**src/rtl/tt_div_pkg.sv**
```systemverilog
// Shared definitions for the sequential divider tile: FSM states, uio pin
// indices and the quotient reported on divide-by-zero.
package tt_div_pkg;

  typedef enum logic [1:0] {
    IDLE = 2'd0,
    RUN  = 2'd1,
    DONE = 2'd2
  } state_t;

  localparam int START_BIT = 0;
  localparam int BUSY_BIT  = 1;
  localparam int DONE_BIT  = 2;
  localparam int ERR_BIT   = 3;

  localparam logic [7:0] UIO_OE_MASK = 8'h0E;
  localparam logic [3:0] DIV0_QUOT   = '1;

endpackage

```
**src/rtl/tt_um_seq_div_bla_sub.sv**
```systemverilog
// Combinational borrow-lookahead subtractor, diff = x - y; the borrow chain
// uses the same generate/propagate structure as the lookahead adder tile.
module bla_sub #(
  parameter int W = 5
) (
  input  logic [W-1:0] x,
  input  logic [W-1:0] y,
  output logic [W-1:0] diff,
  output logic         borrow_out
);

  logic [W-1:0] g;
  logic [W-1:0] p;
  logic [W:0]   b;

  assign b[0] = 1'b0;

  genvar gi;
  generate
    for (gi = 0; gi < W; gi++) begin : g_bit
      // Bit generates a borrow when x=0,y=1; propagates one when x==y.
      assign g[gi]    = ~x[gi] & y[gi];
      assign p[gi]    = ~(x[gi] ^ y[gi]);
      assign b[gi+1]  = g[gi] | (p[gi] & b[gi]);
      assign diff[gi] = x[gi] ^ y[gi] ^ b[gi];
    end
  endgenerate

  assign borrow_out = b[W];

endmodule

```
**src/rtl/tt_um_seq_div.sv**
```systemverilog
// Iterative unsigned restoring divider on the TinyTapeout pin map: one
// quotient bit per clock, results latched into output registers on completion.
module tt_um_seq_div
  import tt_div_pkg::*;
#(
  parameter int WIDTH = 4
) (
  input  logic       clk,
  input  logic       rst_n,
  input  logic       ena,
  input  logic [7:0] ui_in,
  input  logic [7:0] uio_in,
  output logic [7:0] uo_out,
  output logic [7:0] uio_out,
  output logic [7:0] uio_oe
);

  logic [WIDTH-1:0] a_in;
  logic [WIDTH-1:0] b_in;
  assign a_in = ui_in[WIDTH-1:0];
  assign b_in = ui_in[4 +: WIDTH];

  state_t           state_reg;
  logic             start_q;
  logic [WIDTH-1:0] dvd_reg;
  logic [WIDTH-1:0] dvs_reg;
  logic [WIDTH-1:0] quo_reg;
  logic [WIDTH:0]   rem_reg;
  logic [2:0]       cnt_reg;
  logic [WIDTH-1:0] q_reg;
  logic [WIDTH-1:0] r_reg;
  logic             busy_reg;
  logic             done_reg;
  logic             err_reg;

  logic             start_acc;
  logic [WIDTH:0]   rem_shift;
  logic [WIDTH:0]   trial;
  logic             borrow;
  logic [WIDTH:0]   rem_next;
  logic [WIDTH:0]   quo_ext;
  logic [WIDTH-1:0] quo_next;
  logic             last_iter;

  assign start_acc = uio_in[START_BIT] & ~start_q & (state_reg != RUN);

  assign rem_shift = {rem_reg[WIDTH-1:0], dvd_reg[WIDTH-1]};

  bla_sub #(.W(WIDTH + 1)) u_sub (
    .x          (rem_shift),
    .y          ({1'b0, dvs_reg}),
    .diff       (trial),
    .borrow_out (borrow)
  );

  // Restore on borrow: the trial difference is simply discarded.
  assign rem_next  = borrow ? rem_shift : trial;
  assign quo_ext   = {quo_reg, ~borrow};
  assign quo_next  = quo_ext[WIDTH-1:0];
  assign last_iter = (cnt_reg == 3'(WIDTH - 1));

  always_ff @(posedge clk) begin
    if (!rst_n) begin
      state_reg <= IDLE;
      start_q   <= 1'b0;
      dvd_reg   <= '0;
      dvs_reg   <= '0;
      quo_reg   <= '0;
      rem_reg   <= '0;
      cnt_reg   <= '0;
      q_reg     <= '0;
      r_reg     <= '0;
      busy_reg  <= 1'b0;
      done_reg  <= 1'b0;
      err_reg   <= 1'b0;
    end else begin
      start_q <= uio_in[START_BIT];
      case (state_reg)
        RUN: begin
          dvd_reg <= dvd_reg << 1;
          rem_reg <= rem_next;
          quo_reg <= quo_next;
          cnt_reg <= cnt_reg + 3'd1;
          if (last_iter) begin
            q_reg     <= quo_next;
            r_reg     <= rem_next[WIDTH-1:0];
            busy_reg  <= 1'b0;
            done_reg  <= 1'b1;
            state_reg <= DONE;
          end
        end
        default: begin
          if (start_acc) begin
            done_reg <= 1'b0;
            err_reg  <= 1'b0;
            if (b_in == '0) begin
              q_reg     <= DIV0_QUOT[WIDTH-1:0];
              r_reg     <= a_in;
              err_reg   <= 1'b1;
              done_reg  <= 1'b1;
              state_reg <= DONE;
            end else begin
              dvd_reg   <= a_in;
              dvs_reg   <= b_in;
              quo_reg   <= '0;
              rem_reg   <= '0;
              cnt_reg   <= '0;
              busy_reg  <= 1'b1;
              state_reg <= RUN;
            end
          end
        end
      endcase
    end
  end

  assign uo_out = {4'(r_reg), 4'(q_reg)};
  assign uio_oe = UIO_OE_MASK;

  always_comb begin
    uio_out           = '0;
    uio_out[BUSY_BIT] = busy_reg;
    uio_out[DONE_BIT] = done_reg;
    uio_out[ERR_BIT]  = err_reg;
  end

  logic unused_ok;
  assign unused_ok = &{1'b0, ena, uio_in[7:1]};

endmodule

```
**config.mk**
```make
export PLATFORM = sky130hd
export DESIGN_NAME = tt_um_seq_div
export DESIGN_NICKNAME = d
export VERILOG_FILES = /design/src/rtl/tt_div_pkg.sv /design/src/rtl/tt_um_seq_div_bla_sub.sv /design/src/rtl/tt_um_seq_div.sv
export SDC_FILE = /design/constraint.sdc
export NUM_CORES = 1
export LEC_CHECK = 0
export ABC_CLOCK_PERIOD_IN_PS = 6300
export CAP_MARGIN = 10
export CORE_UTILIZATION = 50
export CTS_CLUSTER_DIAMETER = 40
export DETAILED_ROUTE_END_ITERATION = 12
export DONT_BUFFER_PORTS = 1
export GPL_ROUTABILITY_DRIVEN = 0
export PLACE_DENSITY_LB_ADDON = 0.05
export SYNTH_ARGS = -nofsm -noshare
export SYNTH_HDL_FRONTEND = slang
export SYNTH_SLANG_ARGS = --single-unit
```
**constraint.sdc**
```tcl
create_clock -name clk -period 6.3 [get_ports clk]
set_clock_uncertainty 0.05 [all_clocks]
set_input_delay 0.945 -clock clk [delete_from_list [all_inputs] [get_ports clk]]
set_output_delay 0.945 -clock clk [all_outputs]
set_load 0.02 [all_outputs]
```
==> results.py <==
metrics = {
    "die": {
        "rows": 20,
        "io_pins": 43,
        "dieArea_sq_um": 3520,
        "chipWidth_microns": 59.3,
        "core_area_sq_um": 3080,
        "die_y_microns": 59.3,
        "initial_core_util": 0.533,
    },
    "critical_path": {
        "worstSetupPathType": "flip-flop to flip-flop",
        "timing.critical_path.cells": "inv_1, ha_1, inv_1, fa_1, inv_1, fa_1, inv_1, fa_1, o311ai_0, a311oi_1",
        "critPathBufInv": 4,
        "crit_top_cell": "inv_1",
        "worstSetupEndpointType": "flip-flop",
        "start_kind": "flip-flop",
        "cp.required_ns": 6.47,
        "crit_family": "adder cells",
        "arrival_ns": 2.90,
        "cp_slowest_cell": "o311ai_0",
        "crit_fanout": 10,
        "critPathMaxStageDelay_ns": 0.64,
    },
    "placed_design": {
        "dp.final_hpwl_microns": 2220,
        "io_buffers": 0,
        "dp.cells": 209,
        "placed_area_sq_um": 1570,
    },
    "finish": {
        "design_area_sq_um": 1650,
        "final_cell_mix": "32 x dfxtp_1, 15 x o21ai_0, 13 x conb_1",
        "area_growth_pct": 0.305,
        "antennaDiodeCount": 0,
        "finalNonFillerCells": 217,
        "fin_nets": 197,
        "final_common_cell": "dfxtp_1",
        "layout-drive-gt1-share": 0.0751,
    },
    "synthesis": {
        "ys_types": 40,
        "yosys_warnings": 0,
        "ys_ff_latch": 32,
        "synth_sequential_area_ratio": 0.390,
        "syn-cell-area_sq_um": 1640,
        "synth_enable_flop_cells": 0,
        "synthArstFlopShare": 0,
        "synth_flop_cell": "dfxtp_1",
        "synth_top_area_cell": "dfxtp_1",
        "yosysTopAreaCellShare": 0.390,
        "synth.avg_cell_area_sq_um": 9.02,
        "synth_area_leaders": "dfxtp_1 39%, buf_4 7.3%, o21ai_0 4.6%",
        "netlist_instances": 182,
    },
    "detailed_routing": {
        "drtIter0Drc": 87,
        "wire_per_inst_microns": 15.8,
        "via_per_inst": 5.81,
        "routed_wirelength_microns": 3430,
        "drc": 0,
        "firstDrtPassIters": 4,
        "drtAntennaViolNets": 0,
        "route.vias.total": 1260,
    },
    "grt": {
        "grt.total_usage": 0.218,
        "grt_pass1_wl_microns": 5530,
        "grt_pass1_vias": 1178,
        "grt_antenna_before_repair": 0,
        "overflow": 0,
        "grt_max_degree": 34,
    },
    "cts": {
        "hold_buffers": 0,
        "cts-root-buf": "clkbuf_4",
        "path_clk_slew_ns": 0.11,
        "cts_resized": 0,
        "cts_made_buffers": 5,
        "clkLatencyLatePin_ns": 0.35,
        "cts_tree": "yes",
        "clock_sinks": 32,
        "cts_setup_buffers": 0,
        "clockBufferDepth": 2,
        "htree_levels": 2,
    },
    "pwr": {
        "power.density_nw_per_um2": 264,
        "peakVddDrop_uv": 158,
        "p_leak_nw": 0.641,
    },
    "sta": {
        "fmax_mhz": 366,
        "min_period_over_period": 0.433,
        "layout_min_cycle_time_ns": 2.73,
        "slew_headroom": 0.253,
        "setup_viol": 0,
        "finalSetupTns_ns": 0,
        "rsz0062_at_grt": "no",
        "slew_violations": 0,
        "hold_violations": 0,
        "worst_pin_slew_ns": 1.12,
    },
    "job": {
        "maxCapViolCount": 0,
    },
    "outcome": {
        "run_status": "finished, final reports clean",
    },
    "min_path": {
        "hp-class": "flip-flop to flip-flop",
    },
}
[worst paths after layout]
check | from | endpoint | slack [ns] | cells after the start
worst min-delay path | quo_reg[2]$_SDFFE_PN0P_ | quo_reg[2]$_SDFFE_PN0P_ | 0.42 | 2
worst max-delay path | dvd_reg[3]$_SDFFE_PN0P_ | r_reg[2]$_SDFFE_PN0P_ | 3.57 | 10
worst min register to register | quo_reg[2]$_SDFFE_PN0P_ | quo_reg[2]$_SDFFE_PN0P_ | 0.42 | 2
worst max register to register | dvd_reg[3]$_SDFFE_PN0P_ | r_reg[2]$_SDFFE_PN0P_ | 3.57 | 10
[cell usage after synthesis (2+ instances only)]
cell       n
inv_1      8
buf_4     16
nor3b_1    2
o21a_1     2
a41o_1     2
a21oi_1   11
nand2_1   10
nand3_1    5
o211a_1    4
buf_1      2
clkbuf_1   9
or3_1      5
a31oi_1    6
nor2b_1    2
buf_2      2
o211ai_1   8
nor2_1     2
a311oi_1   6
dfxtp_1   32
conb_1     2
o311ai_0   2
ha_1       3
o21ai_0   15
fa_1       3
a22o_1     3
nand2b_1   6
[layer usage]
layer,up-vias,part of all wire,track usage
met1,589,0.46,0.269
met3,9,0.072,0.0917
met2,42,0.45,0.332
met4,0,0.020,0.0918
li1,620,-,-
met5,-,0,0
[report_power, final]
group | leakage [nW] | switching, mW | total [mW] | internal (mW)
registers | 0.261 | 0.00919 | 0.221 | 0.212
clock network | 0.0422 | 0.0725 | 0.156 | 0.0831
logic | 0.339 | 0.0390 | 0.0584 | 0.0194
total | 0.641 | 0.121 | 0.435 | 0.314
[area by class of cell]
cell class,instances,area [sq um]
clock buffer,6,41.3
clock inverter,2,35.0
fill,294,1430
inverter,9,33.8
multi-input combinational,122,826
sequential,32,641
tap,44,55.1
timing repair buffer,2,15.0
[cells by family after synthesis]
family,count (synthesis),share of synthesized area
AO/OA/AOI/OAI,64,0.277
buffers and inverters,39,0.132
AND/OR/NAND/NOR,39,0.137
flip-flops,32,0.390
adder cells (fa/ha/maj),6,0.0595
other,2,0.00457
[metrics by stage]
stage                      util  setup WS [ns]  hold WS [ns]  power [mW]
after floorplan               -           3.78         0.381       0.280
after global placement    0.510           3.64         0.392       0.283
after detailed placement  0.510           3.63         0.405       0.283
after CTS                 0.535           3.59         0.420       0.439
after global routing      0.535           3.42         0.451       0.460
final                     0.535           3.57         0.418       0.435
[worst register-to-register path: stages, from the launching register on]
cell      delay [ns]
dfxtp_1         0.34
inv_1           0.06
ha_1            0.14
inv_1           0.05
fa_1            0.36
inv_1           0.08
fa_1            0.16
inv_1           0.05
fa_1            0.51
o311ai_0        0.64
a311oi_1        0.18
No activity file was read; power rests on OpenSTA's default activity.
